==> config.mk <==
export PLATFORM = sky130hd
export DESIGN_NAME = pe_array_1d_seq
export DESIGN_NICKNAME = d
export VERILOG_FILES = /design/src/rtl/pe_array_pkg.sv /design/src/rtl/pe_tag_pipe.sv /design/src/rtl/pe_array_1d_seq.sv
export SDC_FILE = /design/constraint.sdc
export NUM_CORES = 1
export LEC_CHECK = 0
export CAP_MARGIN = 20
export CELL_PAD_IN_SITES_DETAIL_PLACEMENT = 0
export CELL_PAD_IN_SITES_GLOBAL_PLACEMENT = 1
export CORE_ASPECT_RATIO = 1.75
export CORE_MARGIN = 3
export CORE_UTILIZATION = 37
export DETAILED_ROUTE_END_ITERATION = 16
export PLACE_DENSITY_LB_ADDON = 0.1
export SLEW_MARGIN = 5
export SYNTH_ARGS = -nofsm -noshare
export SYNTH_HDL_FRONTEND = slang
export SYNTH_HIERARCHICAL = 1
export SYNTH_SLANG_ARGS = --single-unit
==> constraint.sdc <==
create_clock -name clk -period 5.57 [get_ports clk]
set_input_delay 0.8355 -clock clk [delete_from_list [all_inputs] [get_ports clk]]
set_output_delay 0.8355 -clock clk [all_outputs]
set_load 0.05 [all_outputs]
==> src/rtl/pe_array_pkg.sv <==
// Shared types and constants for the 1-D FP16 PE array sequencer.
package pe_array_pkg;

  typedef enum logic [1:0] {
    IDLE   = 2'd0,
    LOAD_W = 2'd1,
    STREAM = 2'd2,
    DRAIN  = 2'd3
  } seq_state_t;

  localparam logic [2:0]  MAX_FILTER = 3'd5;
  localparam logic [2:0]  MAX_STRIDE = 3'd5;

  localparam logic [15:0] FP16_ZERO  = 16'h0000;
  localparam logic [15:0] FP16_ONE   = 16'h3C00;

  // True when a 3-bit config field lies in 1..max_v.
  function automatic logic range_ok(input logic [2:0] v, input logic [2:0] max_v);
    return (v != 3'd0) && (v <= max_v);
  endfunction

endpackage

==> src/rtl/pe_tag_pipe.sv <==
// Shift register that delays the window-end flag so it lines up with
// the matching result leaving the PE array.
module pe_tag_pipe #(
  parameter int DEPTH = 6
) (
  input  logic clk,
  input  logic reset,
  input  logic tag_in,
  output logic tag_out,
  output logic empty
);

  logic [DEPTH-1:0] tags;

  // Shift one stage per cycle; reset empties the whole pipeline.
  always_ff @(posedge clk) begin
    if (reset) begin
      tags <= '0;
    end else begin
      tags <= {tags[DEPTH-2:0], tag_in};
    end
  end

  assign tag_out = tags[DEPTH-1];
  assign empty   = ~|tags;

endmodule

==> src/rtl/pe_array_1d_seq.sv <==
// Sequencer for the 1-D FP16 PE array: validates the config, loads the
// filter weights, streams one activation row and collects window results.
module pe_array_1d_seq
  import pe_array_pkg::*;
#(
  parameter int DATA_WIDTH = 16,
  parameter int LEN_W      = 8,
  parameter int PE_LATENCY = 4
) (
  input  logic                  clk,
  input  logic                  reset,
  input  logic                  start,
  input  logic [2:0]            cfg_filter_size,
  input  logic [2:0]            cfg_stride,
  input  logic [LEN_W-1:0]      cfg_in_len,
  output logic                  busy,
  output logic                  done,
  output logic                  cfg_err,
  output logic                  w_rd_en,
  output logic [2:0]            w_rd_addr,
  input  logic [DATA_WIDTH-1:0] w_rd_data,
  output logic                  a_rd_en,
  output logic [LEN_W-1:0]      a_rd_addr,
  input  logic [DATA_WIDTH-1:0] a_rd_data,
  output logic [2:0]            pe_filter_size,
  output logic [2:0]            pe_stride,
  output logic                  pe_clear,
  output logic [DATA_WIDTH-1:0] pe_current_a,
  output logic [DATA_WIDTH-1:0] pe_current_b1,
  output logic [DATA_WIDTH-1:0] pe_current_b2,
  output logic [DATA_WIDTH-1:0] pe_current_b3,
  output logic [DATA_WIDTH-1:0] pe_current_b4,
  output logic [DATA_WIDTH-1:0] pe_current_b5,
  input  logic [DATA_WIDTH-1:0] pe_array_out,
  output logic                  out_valid,
  output logic [DATA_WIDTH-1:0] out_data,
  output logic [LEN_W-1:0]      out_idx
);

  localparam int TAG_DEPTH = 2 + PE_LATENCY;
  localparam logic [DATA_WIDTH-1:0] ZERO_W = DATA_WIDTH'(FP16_ZERO);

  seq_state_t       state, state_nx;
  logic [LEN_W-1:0] len_q;
  logic [2:0]       w_cnt;
  logic             w_pend;
  logic [2:0]       w_pend_addr;
  logic [LEN_W-1:0] a_cnt;
  logic             a_pend;
  logic [2:0]       stride_cnt;
  logic [LEN_W-1:0] out_cnt;
  logic             cfg_ok;
  logic             accept;
  logic             reject;
  logic             tag_in;
  logic             tag_out;
  logic             pipe_empty;
  logic             finish;
  logic             past_first_window;
  logic [LEN_W-1:0] fs_ext;
  logic [LEN_W-1:0] fs_m1_ext;

  assign fs_ext    = LEN_W'(cfg_filter_size);
  assign fs_m1_ext = LEN_W'(pe_filter_size - 3'd1);
  assign cfg_ok    = range_ok(cfg_filter_size, MAX_FILTER) &&
                     range_ok(cfg_stride, MAX_STRIDE) &&
                     (cfg_in_len >= fs_ext);
  assign past_first_window = (a_cnt >= fs_m1_ext);
  assign finish    = (state == DRAIN) && pipe_empty;

  // Next-state logic plus the buffer read strobes and window-end tag.
  always_comb begin
    state_nx  = state;
    accept    = 1'b0;
    reject    = 1'b0;
    w_rd_en   = 1'b0;
    w_rd_addr = 3'd0;
    a_rd_en   = 1'b0;
    a_rd_addr = '0;
    tag_in    = 1'b0;
    pe_clear  = 1'b0;
    unique case (state)
      IDLE: begin
        pe_clear = 1'b1;
        if (start) begin
          if (cfg_ok) begin
            accept   = 1'b1;
            state_nx = LOAD_W;
          end else begin
            reject = 1'b1;
          end
        end
      end
      LOAD_W: begin
        pe_clear = 1'b1;
        if (w_cnt < pe_filter_size) begin
          w_rd_en   = 1'b1;
          w_rd_addr = w_cnt;
        end
        if (w_pend && (w_pend_addr == (pe_filter_size - 3'd1))) begin
          state_nx = STREAM;
        end
      end
      STREAM: begin
        a_rd_en   = 1'b1;
        a_rd_addr = a_cnt;
        tag_in    = past_first_window && (stride_cnt == 3'd0);
        if (a_cnt == (len_q - LEN_W'(1))) begin
          state_nx = DRAIN;
        end
      end
      DRAIN: begin
        if (pipe_empty) begin
          state_nx = IDLE;
        end
      end
      default: state_nx = IDLE;
    endcase
  end

  // State register, config latch and the busy/done/cfg_err handshake.
  always_ff @(posedge clk) begin
    if (reset) begin
      state          <= IDLE;
      busy           <= 1'b0;
      done           <= 1'b0;
      cfg_err        <= 1'b0;
      pe_filter_size <= 3'd0;
      pe_stride      <= 3'd0;
      len_q          <= '0;
    end else begin
      state   <= state_nx;
      cfg_err <= reject;
      done    <= finish;
      if (accept) begin
        pe_filter_size <= cfg_filter_size;
        pe_stride      <= cfg_stride;
        len_q          <= cfg_in_len;
        busy           <= 1'b1;
      end else if (finish) begin
        busy <= 1'b0;
      end
    end
  end

  // Weight load: track issued reads and write returning data one cycle later.
  always_ff @(posedge clk) begin
    if (reset) begin
      w_cnt         <= 3'd0;
      w_pend        <= 1'b0;
      w_pend_addr   <= 3'd0;
      pe_current_b1 <= ZERO_W;
      pe_current_b2 <= ZERO_W;
      pe_current_b3 <= ZERO_W;
      pe_current_b4 <= ZERO_W;
      pe_current_b5 <= ZERO_W;
    end else begin
      w_pend      <= w_rd_en;
      w_pend_addr <= w_rd_addr;
      if (accept) begin
        w_cnt         <= 3'd0;
        pe_current_b1 <= ZERO_W;
        pe_current_b2 <= ZERO_W;
        pe_current_b3 <= ZERO_W;
        pe_current_b4 <= ZERO_W;
        pe_current_b5 <= ZERO_W;
      end else begin
        if (w_rd_en) begin
          w_cnt <= w_cnt + 3'd1;
        end
        if (w_pend) begin
          unique case (w_pend_addr)
            3'd0:    pe_current_b1 <= w_rd_data;
            3'd1:    pe_current_b2 <= w_rd_data;
            3'd2:    pe_current_b3 <= w_rd_data;
            3'd3:    pe_current_b4 <= w_rd_data;
            default: pe_current_b5 <= w_rd_data;
          endcase
        end
      end
    end
  end

  // Activation stream: address counter, stride down-counter, sample register.
  always_ff @(posedge clk) begin
    if (reset) begin
      a_cnt        <= '0;
      a_pend       <= 1'b0;
      stride_cnt   <= 3'd0;
      pe_current_a <= ZERO_W;
    end else begin
      a_pend <= a_rd_en;
      if (accept) begin
        a_cnt        <= '0;
        stride_cnt   <= 3'd0;
        pe_current_a <= ZERO_W;
      end else begin
        if (a_rd_en) begin
          a_cnt <= a_cnt + LEN_W'(1);
          if (past_first_window) begin
            stride_cnt <= (stride_cnt == 3'd0) ? (pe_stride - 3'd1)
                                               : (stride_cnt - 3'd1);
          end
        end
        if (a_pend) begin
          pe_current_a <= a_rd_data;
        end
      end
    end
  end

  // Capture the array result whenever a delayed window-end tag emerges.
  always_ff @(posedge clk) begin
    if (reset) begin
      out_valid <= 1'b0;
      out_data  <= ZERO_W;
      out_idx   <= '0;
      out_cnt   <= '0;
    end else begin
      out_valid <= tag_out;
      if (accept) begin
        out_cnt <= '0;
      end else if (tag_out) begin
        out_data <= pe_array_out;
        out_idx  <= out_cnt;
        out_cnt  <= out_cnt + LEN_W'(1);
      end
    end
  end

  pe_tag_pipe #(
    .DEPTH (TAG_DEPTH)
  ) u_tag_pipe (
    .clk     (clk),
    .reset   (reset),
    .tag_in  (tag_in),
    .tag_out (tag_out),
    .empty   (pipe_empty)
  );

endmodule

==> results.json, run 1 <==
{
  "grt_pass1_vias": 5866,
  "yosysWarnings": 6,
  "fill_cells": 1763,
  "total_power_mw": 2.92,
  "hold_viol": 0,
  "clk_latency_ps": 420,
  "crit_cells": 6,
  "syn-num-nets": 913,
  "place_ws_ps": 1760,
  "finalWirelength_mm": 20.3,
  "htree_levels": 4,
  "dp.cells": 1227,
  "dp_hpwl_mm": 14.7,
  "overflow": 0,
  "synth_ff_type": "dfxtp_1",
  "fmaxAchievable_mhz": 267,
  "drt_iter0_markers": 224,
  "grtUsageTotal": 0.200,
  "synth_area_um2": 6930,
  "path_delay_family": "buffers and inverters",
  "final_antenna_net_count": 0,
  "outcome": "completed",
  "cts_num_sinks": 173,
  "drive_above_1_share": 0.0459,
  "io_buffers": 208,
  "place_area_um2": 9190,
  "finClkSkew_ps": 11.7,
  "die_h_um": 187,
  "critPathKind": "reg2out",
  "vdd_drop_max_v": 0.000265,
  "synth-seq-area-share": 0.500,
  "critPathCaptureType": "output pin",
  "cts.repair.resized": 0,
  "cts_tree": "built",
  "synth_cells": 825,
  "slew_headroom": 0.319,
  "final_nets": 1100,
  "async_flop_share": 0,
  "place_congestion": 0.808,
  "reg2reg_depth": 7,
  "rsz0062_at_grt": "false",
  "synthDistinctLibCells": 39,
  "cts.path.max_buffers": 2,
  "fin_area_um2": 9750,
  "antenna_found_initial": 0,
  "n_antenna_cell": 0,
  "instances_no_fill": 1259,
  "setup_violations": 0,
  "wl_per_cell_um": 16.1,
  "multi_input_area_um2": 3250,
  "min_period_over_period": 0.673,
  "slowest_stage": "clkdlybuf4s50_1",
  "cts_root_buf": "clkbuf_16",
  "grt_first_pass_wirelength_mm": 31.8,
  "rows": 65,
  "cp_slowest_stage_delay_ps": 820,
  "synth_edf_count": 0,
  "path_cells": "inv_1 > ha_1 > a21o_1 > a21oi_1 > and2_1 > clkdlybuf4s50_1",
  "final_common_cell": "clkdlybuf4s50_1",
  "path_max_fanout": 8,
  "drt_pre_antenna_iters": 4,
  "final_cell_mix": "clkdlybuf4s50_1, nand2_1, dfxtp_1",
  "setup-tns-final_ps": 0,
  "worstPathRequired_ps": 4730,
  "postCtsSetupRepairBufs": 0,
  "drv_cap": 0,
  "hp-class": "reg2reg",
  "p_leak_nw": 3.50,
  "vias": 6106,
  "slew_viol_final": 0,
  "holdBufCountCts": 0,
  "whs_path_depth": 2,
  "tightest_slew_ps": 1020,
  "io_pins": 209,
  "ff_latch_area_um2": 3460,
  "syn2layout_area_growth_pct": 40.7,
  "yosys_register_bits": 173,
  "crit_arrival_ps": 2910,
  "min_period_ps": 3750,
  "critPathBufInv": 2,
  "drc": 0,
  "startpoint_type": "flip-flop",
  "setup_ws_ps": 1820,
  "fp.coreArea_um2": 18200,
  "start_util": 0.380,
  "via_per_inst": 4.85,
  "grt_start_max_net_pins": 79,
  "die_area_um2": 20500,
  "cts_buffers": 17,
  "syn_area_per_cell_um2": 8.40,
  "p_per_area_nw_per_um2": 299,
  "cts.reportedPaths.clkPinSlew_ps": 70,
  "die_w_um": 109
}
==> cells by family (layout without fill, tap and decap cells) <==
logic type,after synthesis,after routing,synth area share
buffers and inverters,62,262,0.0352
xor gates and xnor gates,31,31,0.0392
and+or+nand+nor,364,364,0.231
muxes,32,32,0.0462
AOI/OAI and AO/OA,140,140,0.107
DFF,173,173,0.500
adders and majority gates,23,23,0.0415
==> flip-flops by register name, summed over array words and instances (netlist names), 2 cells and up <==
| name | cells |
|---|---|
| pe_current_b5 | 16 |
| state | 2 |
| pe_current_b3 | 16 |
| a_cnt | 8 |
| w_pend_addr | 3 |
| pe_filter_size | 3 |
| u_tag_pipe/tags | 6 |
| len_q | 8 |
| w_cnt | 3 |
| out_idx | 8 |
| pe_current_b2 | 16 |
| out_cnt | 8 |
| pe_current_a | 16 |
| pe_current_b1 | 16 |
| pe_current_b4 | 16 |
| pe_stride | 3 |
| stride_cnt | 3 |
| out_data | 16 |
==> worst min-delay path: stages, from the launching register on <==
cell and delay, ps:
dfxtp_1 310, nand2_1 50, a21oi_1 50
==> power by group <==
group | total, mW | internal [mW] | switching [mW] | leakage (nW)
Clock | 1.14 | 0.628 | 0.512 | 0.269
Sequential | 1.30 | 1.27 | 0.0371 | 1.39
Combinational | 0.471 | 0.191 | 0.280 | 1.83
Total | 2.92 | 2.09 | 0.829 | 3.50
==> metrics by stage <==
stage / hold WS, ps / util
after floorplan: 439 / -
after global placement: 441 / 0.504
after detailed placement: 446 / 0.504
after CTS: 456 / 0.535
after global routing: 468 / 0.535
final: 451 / 0.535
==> synth_stat cells, drive strengths merged (2+ instances only) <==
cell,n,area share
or2,2,0.0018
o21ai,8,0.0058
nor3,8,0.0065
and3,5,0.0045
mux2i,32,0.046
nand3,32,0.023
inv,16,0.0087
buf,10,0.0070
clkbuf,36,0.019
nor2b,9,0.0081
nand2b,8,0.0072
nand4,4,0.0036
dfxtp,173,0.50
ha,23,0.042
nor4,3,0.0049
xnor2,15,0.019
a41o,2,0.0029
and2,15,0.014
nand2,199,0.11
or4,2,0.0032
o21a,2,0.0022
a21oi,120,0.087
xor2,16,0.020
nor2,70,0.038
a21o,4,0.0043
==> per-layer routing <==
metal,share of wire,wire [um],global-route usage,up-vias
li1,-,-,-,3096
met1,0.40,8060,0.224,2828
met2,0.53,10800,0.362,161
met3,0.053,1070,0.0532,21
met4,0.016,330,0.0590,0
met5,0,0,0,-
==> final cells by class <==
cell class                      instances  share of cell area
Timing Repair Buffer                  214               0.218
Multi-Input combinational cell        590               0.333
Clock inverter                          9             0.00796
Inverter                               16             0.00616
Sequential cell                       173               0.355
Clock buffer                           23              0.0500
Tap cell                              234              0.0300
==> worst paths after layout <==
kind                                    to  slack [ps]                           start
min          pe_current_b4[6]$_SDFFE_PP0P_         450   pe_current_b4[6]$_SDFFE_PP0P_
min reg2reg  pe_current_b4[6]$_SDFFE_PP0P_         450   pe_current_b4[6]$_SDFFE_PP0P_
max                           w_rd_addr[1]        1820  pe_filter_size[1]$_SDFFE_PP0P_
max reg2reg        out_idx[2]$_SDFFE_PP0P_        3060           state[0]$_SDFFE_PP0P_
Note: power is estimated with default switching activity, not from simulation.
==> inputs of run 2 (changes only) <==
--- a/config.mk
+++ b/config.mk
@@ -10,7 +10,7 @@
 export CELL_PAD_IN_SITES_GLOBAL_PLACEMENT = 1
 export CORE_ASPECT_RATIO = 1.75
 export CORE_MARGIN = 3
-export CORE_UTILIZATION = 37
+export CORE_UTILIZATION = 31
 export DETAILED_ROUTE_END_ITERATION = 16
 export PLACE_DENSITY_LB_ADDON = 0.1
 export SLEW_MARGIN = 5
==> constraint.sdc (replaced) <==
create_clock -name clk -period 3.2 [get_ports clk]
set_input_delay 0.48 -clock clk [delete_from_list [all_inputs] [get_ports clk]]
set_output_delay 0.48 -clock clk [all_outputs]
set_load 0.05 [all_outputs]
==> run 2 against run 1 <==
Clock power up 95%. Critical path type unchanged. Sequential cell count stayed put. Design area up 2.4%. Critical path depth shrank 1. Final cell count grew 5.2%. Largest cell class unchanged. Clock-buffer cell count unchanged. Clock skew shrank 3.5 ps. Sequential share of layout area decreased by 0.82 points. First-iteration DRC count grew 78%. Total power rose by 83%. Core utilization is 7.7 points lower.
==> results.json, run 2 (same netlist as run 1, synthesis figures left out) <==
{
  "min-delay-start": "pe_current_b3[9]$_SDFFE_PP0P_",
  "p_sw_frac": 0.263,
  "setup_ws_ps": 197,
  "drc": 0,
  "outcome": "completed",
  "ff_latch_area_um2": 3460,
  "final_common_cell": "clkdlybuf4s50_1",
  "cts_tree": "built",
  "dp_hpwl_mm": 15.4,
  "antenna_found_initial": 0,
  "hold_path_end": "pe_current_b3[9]$_SDFFE_PP0P_",
  "overflow": 0,
  "intPower_mw": 3.93,
  "htree_levels": 4,
  "cts.repair.resized": 0,
  "holdBufCountCts": 0,
  "path_max_fanout": 8,
  "reg2reg_to": "stride_cnt[1]$_SDFFE_PP0P_",
  "grt_start_max_net_pins": 62,
  "seq_power_share": 0.424,
  "p_per_area_nw_per_um2": 535,
  "setup-tns-final_ps": 0,
  "slowest_stage": "clkdlybuf4s50_1",
  "cp_slowest_stage_delay_ps": 870,
  "start_util": 0.318,
  "cts_root_buf": "clkbuf_16",
  "critPathCaptureType": "output pin",
  "min_period_ps": 3000,
  "via_per_inst": 4.59,
  "cts_buffers": 17,
  "hold_viol": 0,
  "vias": 6083,
  "rsz0062_at_grt": "false",
  "io_buffers": 208,
  "drive_above_1_share": 0.0523,
  "final_cell_mix": "clkdlybuf4s50_1, nand2_1, dfxtp_1",
  "grt_first_pass_wirelength_mm": 33.1,
  "slew_viol_final": 0,
  "postCtsSetupRepairBufs": 0,
  "crit_arrival_ps": 2520,
  "cts_num_sinks": 173,
  "place_congestion": 0.741,
  "drv_cap": 0,
  "finClkSkew_ps": 8.19,
  "n_antenna_cell": 0,
  "wl_per_cell_um": 15.7,
  "reg2reg_depth": 9,
  "io_pins": 209,
  "tightest_slew_ps": 916,
  "fill_cells": 2224,
  "worstPathRequired_ps": 2720,
  "rrSetupSlack_ps": 790,
  "vdd_drop_max_v": 0.000314,
  "die_area_um2": 24300,
  "total_power_mw": 5.34,
  "setup_violations": 0,
  "fmaxAchievable_mhz": 333,
  "worstReg2RegStart": "pe_filter_size[0]$_SDFFE_PP0P_",
  "grtUsageTotal": 0.173,
  "whs_path_depth": 2,
  "drt_pre_antenna_iters": 4,
  "multi_input_area_um2": 3250,
  "hp-class": "reg2reg",
  "cts.path.max_buffers": 2,
  "fp.coreArea_um2": 21800,
  "final_antenna_net_count": 0,
  "critPathKind": "reg2out",
  "drt_iter0_markers": 399,
  "path_cells": "inv_1 > ha_1 > a21o_1 > a21oi_2 > clkdlybuf4s50_1",
  "min_period_over_period": 0.938,
  "crit_start": "pe_filter_size[1]$_SDFFE_PP0P_",
  "syn2layout_area_growth_pct": 44.0,
  "critPathBufInv": 2,
  "slew_headroom": 0.389,
  "pwr-share-comb": 0.159,
  "whs_ps": 453,
  "final_util": 0.459,
  "p_sw_mw": 1.41,
  "path_delay_family": "buffers and inverters",
  "place_ws_ps": 514,
  "p_leak_nw": 3.62,
  "die_h_um": 204,
  "grt_pass1_vias": 5971,
  "cts.reportedPaths.clkPinSlew_ps": 60,
  "finalWirelength_mm": 20.8,
  "clkPwrFrac": 0.416,
  "rows": 71,
  "clk_latency_ps": 430,
  "die_w_um": 119,
  "final_nets": 1107,
  "startpoint_type": "flip-flop"
}
==> run 2: metrics by stage <==
step	instances	area, um^2
finish	1324	9980
global route	1324	9980
CTS	1324	9970
detailed placement	1292	9340
global placement	1292	9340
floorplan	825	6930
==> run 2: worst max-delay path by stage <==
| stage | slack, ps | depth (start not counted) | end |
|---|---|---|---|
| 2_1_floorplan | 330 | 5 | w_rd_addr[0] |
| 3_3_place_gp | 540 | 6 | w_rd_addr[1] |
| 3_5_place_dp | 510 | 6 | w_rd_addr[1] |
| 4_1_cts | 30 | 6 | w_rd_addr[1] |
| 5_1_grt | 90 | 5 | w_rd_en |
| 6_report | 200 | 5 | w_rd_en |
==> run 2: layout make-up <==
class                           instances  area share
Timing Repair Buffer                  221       0.221
Inverter                               16     0.00602
Tap cell                              292      0.0366
Multi-Input combinational cell        590       0.326
Sequential cell                       173       0.347
Clock buffer                           23      0.0479
Clock inverter                          9      0.0157
==> run 2: metal layers <==
| metal | track usage | wire (um) | vias up |
|---|---|---|---|
| met5 | 0 | 0 | - |
| li1 | - | - | 3115 |
| met3 | 0.0388 | 1030 | 25 |
| met4 | 0.0605 | 402 | 0 |
| met2 | 0.322 | 11300 | 158 |
| met1 | 0.192 | 8090 | 2785 |
==> run 2: tightest hold or removal path: cells and delay by family, from the launching register on <==
family / cells / cell delay [ps]
DFF: 1 / 310
and+or+nand+nor: 1 / 50
AOI/OAI and AO/OA: 1 / 50
==> run 2: power by group through the flow <==
stage	logic, mW	clock network, mW	registers (mW)
final	0.851	2.22	2.27
after global routing	0.935	2.38	2.28
after CTS	0.870	2.30	2.27
after detailed placement	0.867	0	2.32
after global placement	0.868	0	2.32
after floorplan	0.458	0	2.39
==> inputs of run 3 (changes only) <==
--- a/config.mk
+++ b/config.mk
@@ -16,5 +16,4 @@
 export SLEW_MARGIN = 5
 export SYNTH_ARGS = -nofsm -noshare
 export SYNTH_HDL_FRONTEND = slang
-export SYNTH_HIERARCHICAL = 1
 export SYNTH_SLANG_ARGS = --single-unit
==> run 3 against run 2 <==
Sequential cell count did not move. Total power down 1.9%. Non-clock buffer count decreased by 3. Clock-buffer cell count is 1 higher. Worst setup slack got worse by 78 ps. Maximum frequency decreased by 2.5%. Final cell count is 0.60% lower. Critical path depth did not move. Critical path type unchanged. Critical endpoint unchanged.
==> results.json, run 3 <==
{
  "cp_slowest_stage_delay_ps": 930,
  "synth_common_cells": "nand2_1, dfxtp_1, a21oi_1",
  "hp-class": "reg2reg",
  "start_util": 0.318,
  "min-delay-start": "out_data[5]$_SDFFE_PP0P_",
  "synth_top_cell_by_area": "dfxtp_1",
  "die_h_um": 203,
  "cts_buffers": 17,
  "grtUsageTotal": 0.178,
  "path_max_fanout": 8,
  "reg2reg_to": "stride_cnt[1]$_SDFFE_PP0P_",
  "path_cells": "inv_1 > ha_1 > a21o_1 > a21oi_2 > clkdlybuf4s50_1",
  "yosysWarnings": 0,
  "antenna_found_initial": 0,
  "drt_pre_antenna_iters": 4,
  "htree_levels": 4,
  "worstPathRequired_ps": 2720,
  "multi_input_area_um2": 3210,
  "finClkSkew_ps": 6.14,
  "hold_viol": 0,
  "syn2layout_area_growth_pct": 43.1,
  "final_cell_mix": "nand2_1, clkdlybuf4s50_1, dfxtp_1",
  "min_period_over_period": 0.963,
  "syn-num-nets": 912,
  "slew_viol_final": 0,
  "worstReg2RegStart": "pe_filter_size[0]$_SDFFE_PP0P_",
  "drv_cap": 0,
  "crit_start": "pe_filter_size[1]$_SDFFE_PP0P_",
  "p_sw_frac": 0.263,
  "yosysMostFrequentCell": "nand2_1",
  "critPathKind": "reg2out",
  "fmaxAchievable_mhz": 325,
  "drt_iter0_markers": 349,
  "postCtsSetupRepairBufs": 0,
  "yosys_register_bits": 173,
  "intPower_mw": 3.86,
  "via_per_inst": 4.55,
  "grt_first_pass_wirelength_mm": 33.4,
  "path_delay_family": "buffers and inverters",
  "outcome": "completed",
  "synth-seq-area-share": 0.502,
  "drive_above_1_share": 0.0479,
  "syn_area_per_cell_um2": 8.37,
  "cts.reportedPaths.clkPinSlew_ps": 60,
  "setup-tns-final_ps": 0,
  "reg2reg_depth": 8,
  "overflow": 0,
  "final_common_cell": "nand2_1",
  "slowest_stage": "clkdlybuf4s50_1",
  "drc": 0,
  "io_pins": 209,
  "grt_pass1_vias": 5953,
  "cts.repair.resized": 3,
  "die_w_um": 119,
  "die_area_um2": 24100,
  "cts.path.max_buffers": 2,
  "dp_hpwl_mm": 15.7,
  "highest_layer": "met4",
  "finalWirelength_mm": 21.2,
  "clkPwrFrac": 0.410,
  "startpoint_type": "flip-flop",
  "wl_per_cell_um": 16.1,
  "synth_ff_type": "dfxtp_1",
  "n_antenna_cell": 0,
  "synth_area_leaders": "dfxtp_1, nand2_1, a21oi_1, mux2i_1, ha_1",
  "setup_ws_ps": 119,
  "hold_path_end": "out_data[5]$_SDFFE_PP0P_",
  "slew_headroom": 0.369,
  "tightest_slew_ps": 946,
  "cts_root_buf": "clkbuf_16",
  "rrSetupSlack_ps": 760,
  "fin_area_um2": 9860,
  "synth_edf_count": 0,
  "clk_latency_ps": 430,
  "vdd_drop_max_v": 0.000261,
  "synthDistinctLibCells": 44,
  "grt_start_max_net_pins": 62,
  "seq_power_share": 0.433,
  "min_period_ps": 3080,
  "rsz0062_at_grt": "false",
  "final_antenna_net_count": 0,
  "synth_area_um2": 6900,
  "fp.coreArea_um2": 21700,
  "final_nets": 1101,
  "critPathBufInv": 2,
  "wl_met2_mm": 11.5,
  "vias": 5982,
  "wl_met1_mm": 8.16,
  "place_congestion": 0.749,
  "place_ws_ps": 354,
  "cts_num_sinks": 173,
  "async_flop_share": 0,
  "whs_path_depth": 2,
  "synth_cells": 824,
  "pwr-share-comb": 0.156,
  "setup_violations": 0,
  "critPathCaptureType": "output pin",
  "place_area_um2": 9260,
  "fill_cells": 2234,
  "p_leak_nw": 3.57,
  "rows": 71,
  "p_sw_mw": 1.38,
  "wl_met3_um": 891,
  "ff_latch_area_um2": 3460,
  "crit_arrival_ps": 2600,
  "holdBufCountCts": 0,
  "synth.top_cell.area_share": 0.502,
  "io_buffers": 208,
  "p_per_area_nw_per_um2": 531,
  "cts_tree": "built"
}
[run 3: cell count changes after synthesis, moves of 3 or more]
cell	previous run	this run
nand2_1	199	225
nand3_1	32	10
xnor2_1	15	10
xor2_1	16	21
inv_1	16	12
a21oi_1	120	117
nand2b_1	8	5
[run 3: logic make-up after synthesis]
kind of cell    Yosys count  share of synthesized area
mux                      30                     0.0435
flops                   173                      0.502
simple gates            364                      0.222
compound gates          142                      0.113
buf+inv                  60                     0.0357
fa+ha+maj                23                     0.0417
xor+xnor                 32                     0.0417
[run 3: routing by layer]
| metal | vias up | global-route usage |
|---|---|---|
| met4 | 0 | 0.0754 |
| met3 | 34 | 0.0430 |
| li1 | 3082 | - |
| met2 | 144 | 0.335 |
| met5 | - | 0 |
| met1 | 2722 | 0.185 |
[run 3: how the worst max path moves through the flow]
stage,end,slack (ps),cells past startpoint
floorplan,w_rd_addr[0],330,5
global placement,pe_current_a[15]$_SDFFE_PP0P_,390,9
detailed placement,pe_current_b5[1]$_SDFFE_PP0P_,350,9
CTS,w_rd_en,60,5
global route,w_rd_en,2,5
finish,w_rd_en,120,5
[run 3: per-stage QoR]
step	power, mW	std cells	utilization	hold WS [ps]
floorplan	2.83	824	-	439
global placement	3.15	1286	0.427	440
detailed placement	3.15	1286	0.427	446
CTS	5.32	1316	0.455	454
global route	5.47	1316	0.455	471
finish	5.24	1316	0.455	451
[run 3: worst register-to-register path, stage by stage (launching register included)]
cell,delay [ps]
dfxtp_1,330
buf_4,170
inv_1,110
nand3_1,200
ha_1,380
a2111o_1,420
a31oi_1,170
o21ai_0,240
a311oi_1,330
[run 3: final cells by class]
class | count | share of cell area
Clock buffer | 24 | 0.0509
Clock inverter | 6 | 0.0109
Inverter | 12 | 0.00457
Multi-Input combinational cell | 591 | 0.325
Sequential cell | 173 | 0.351
Tap cell | 292 | 0.0370
Timing Repair Buffer | 218 | 0.220
[run 3: power groups by stage]
stage	sequential, mW	combinational, mW	clock [mW]
CTS	2.27	0.832	2.22
detailed placement	2.32	0.826	0
global placement	2.32	0.826	0
finish	2.27	0.818	2.15
global route	2.28	0.903	2.29
floorplan	2.39	0.447	0
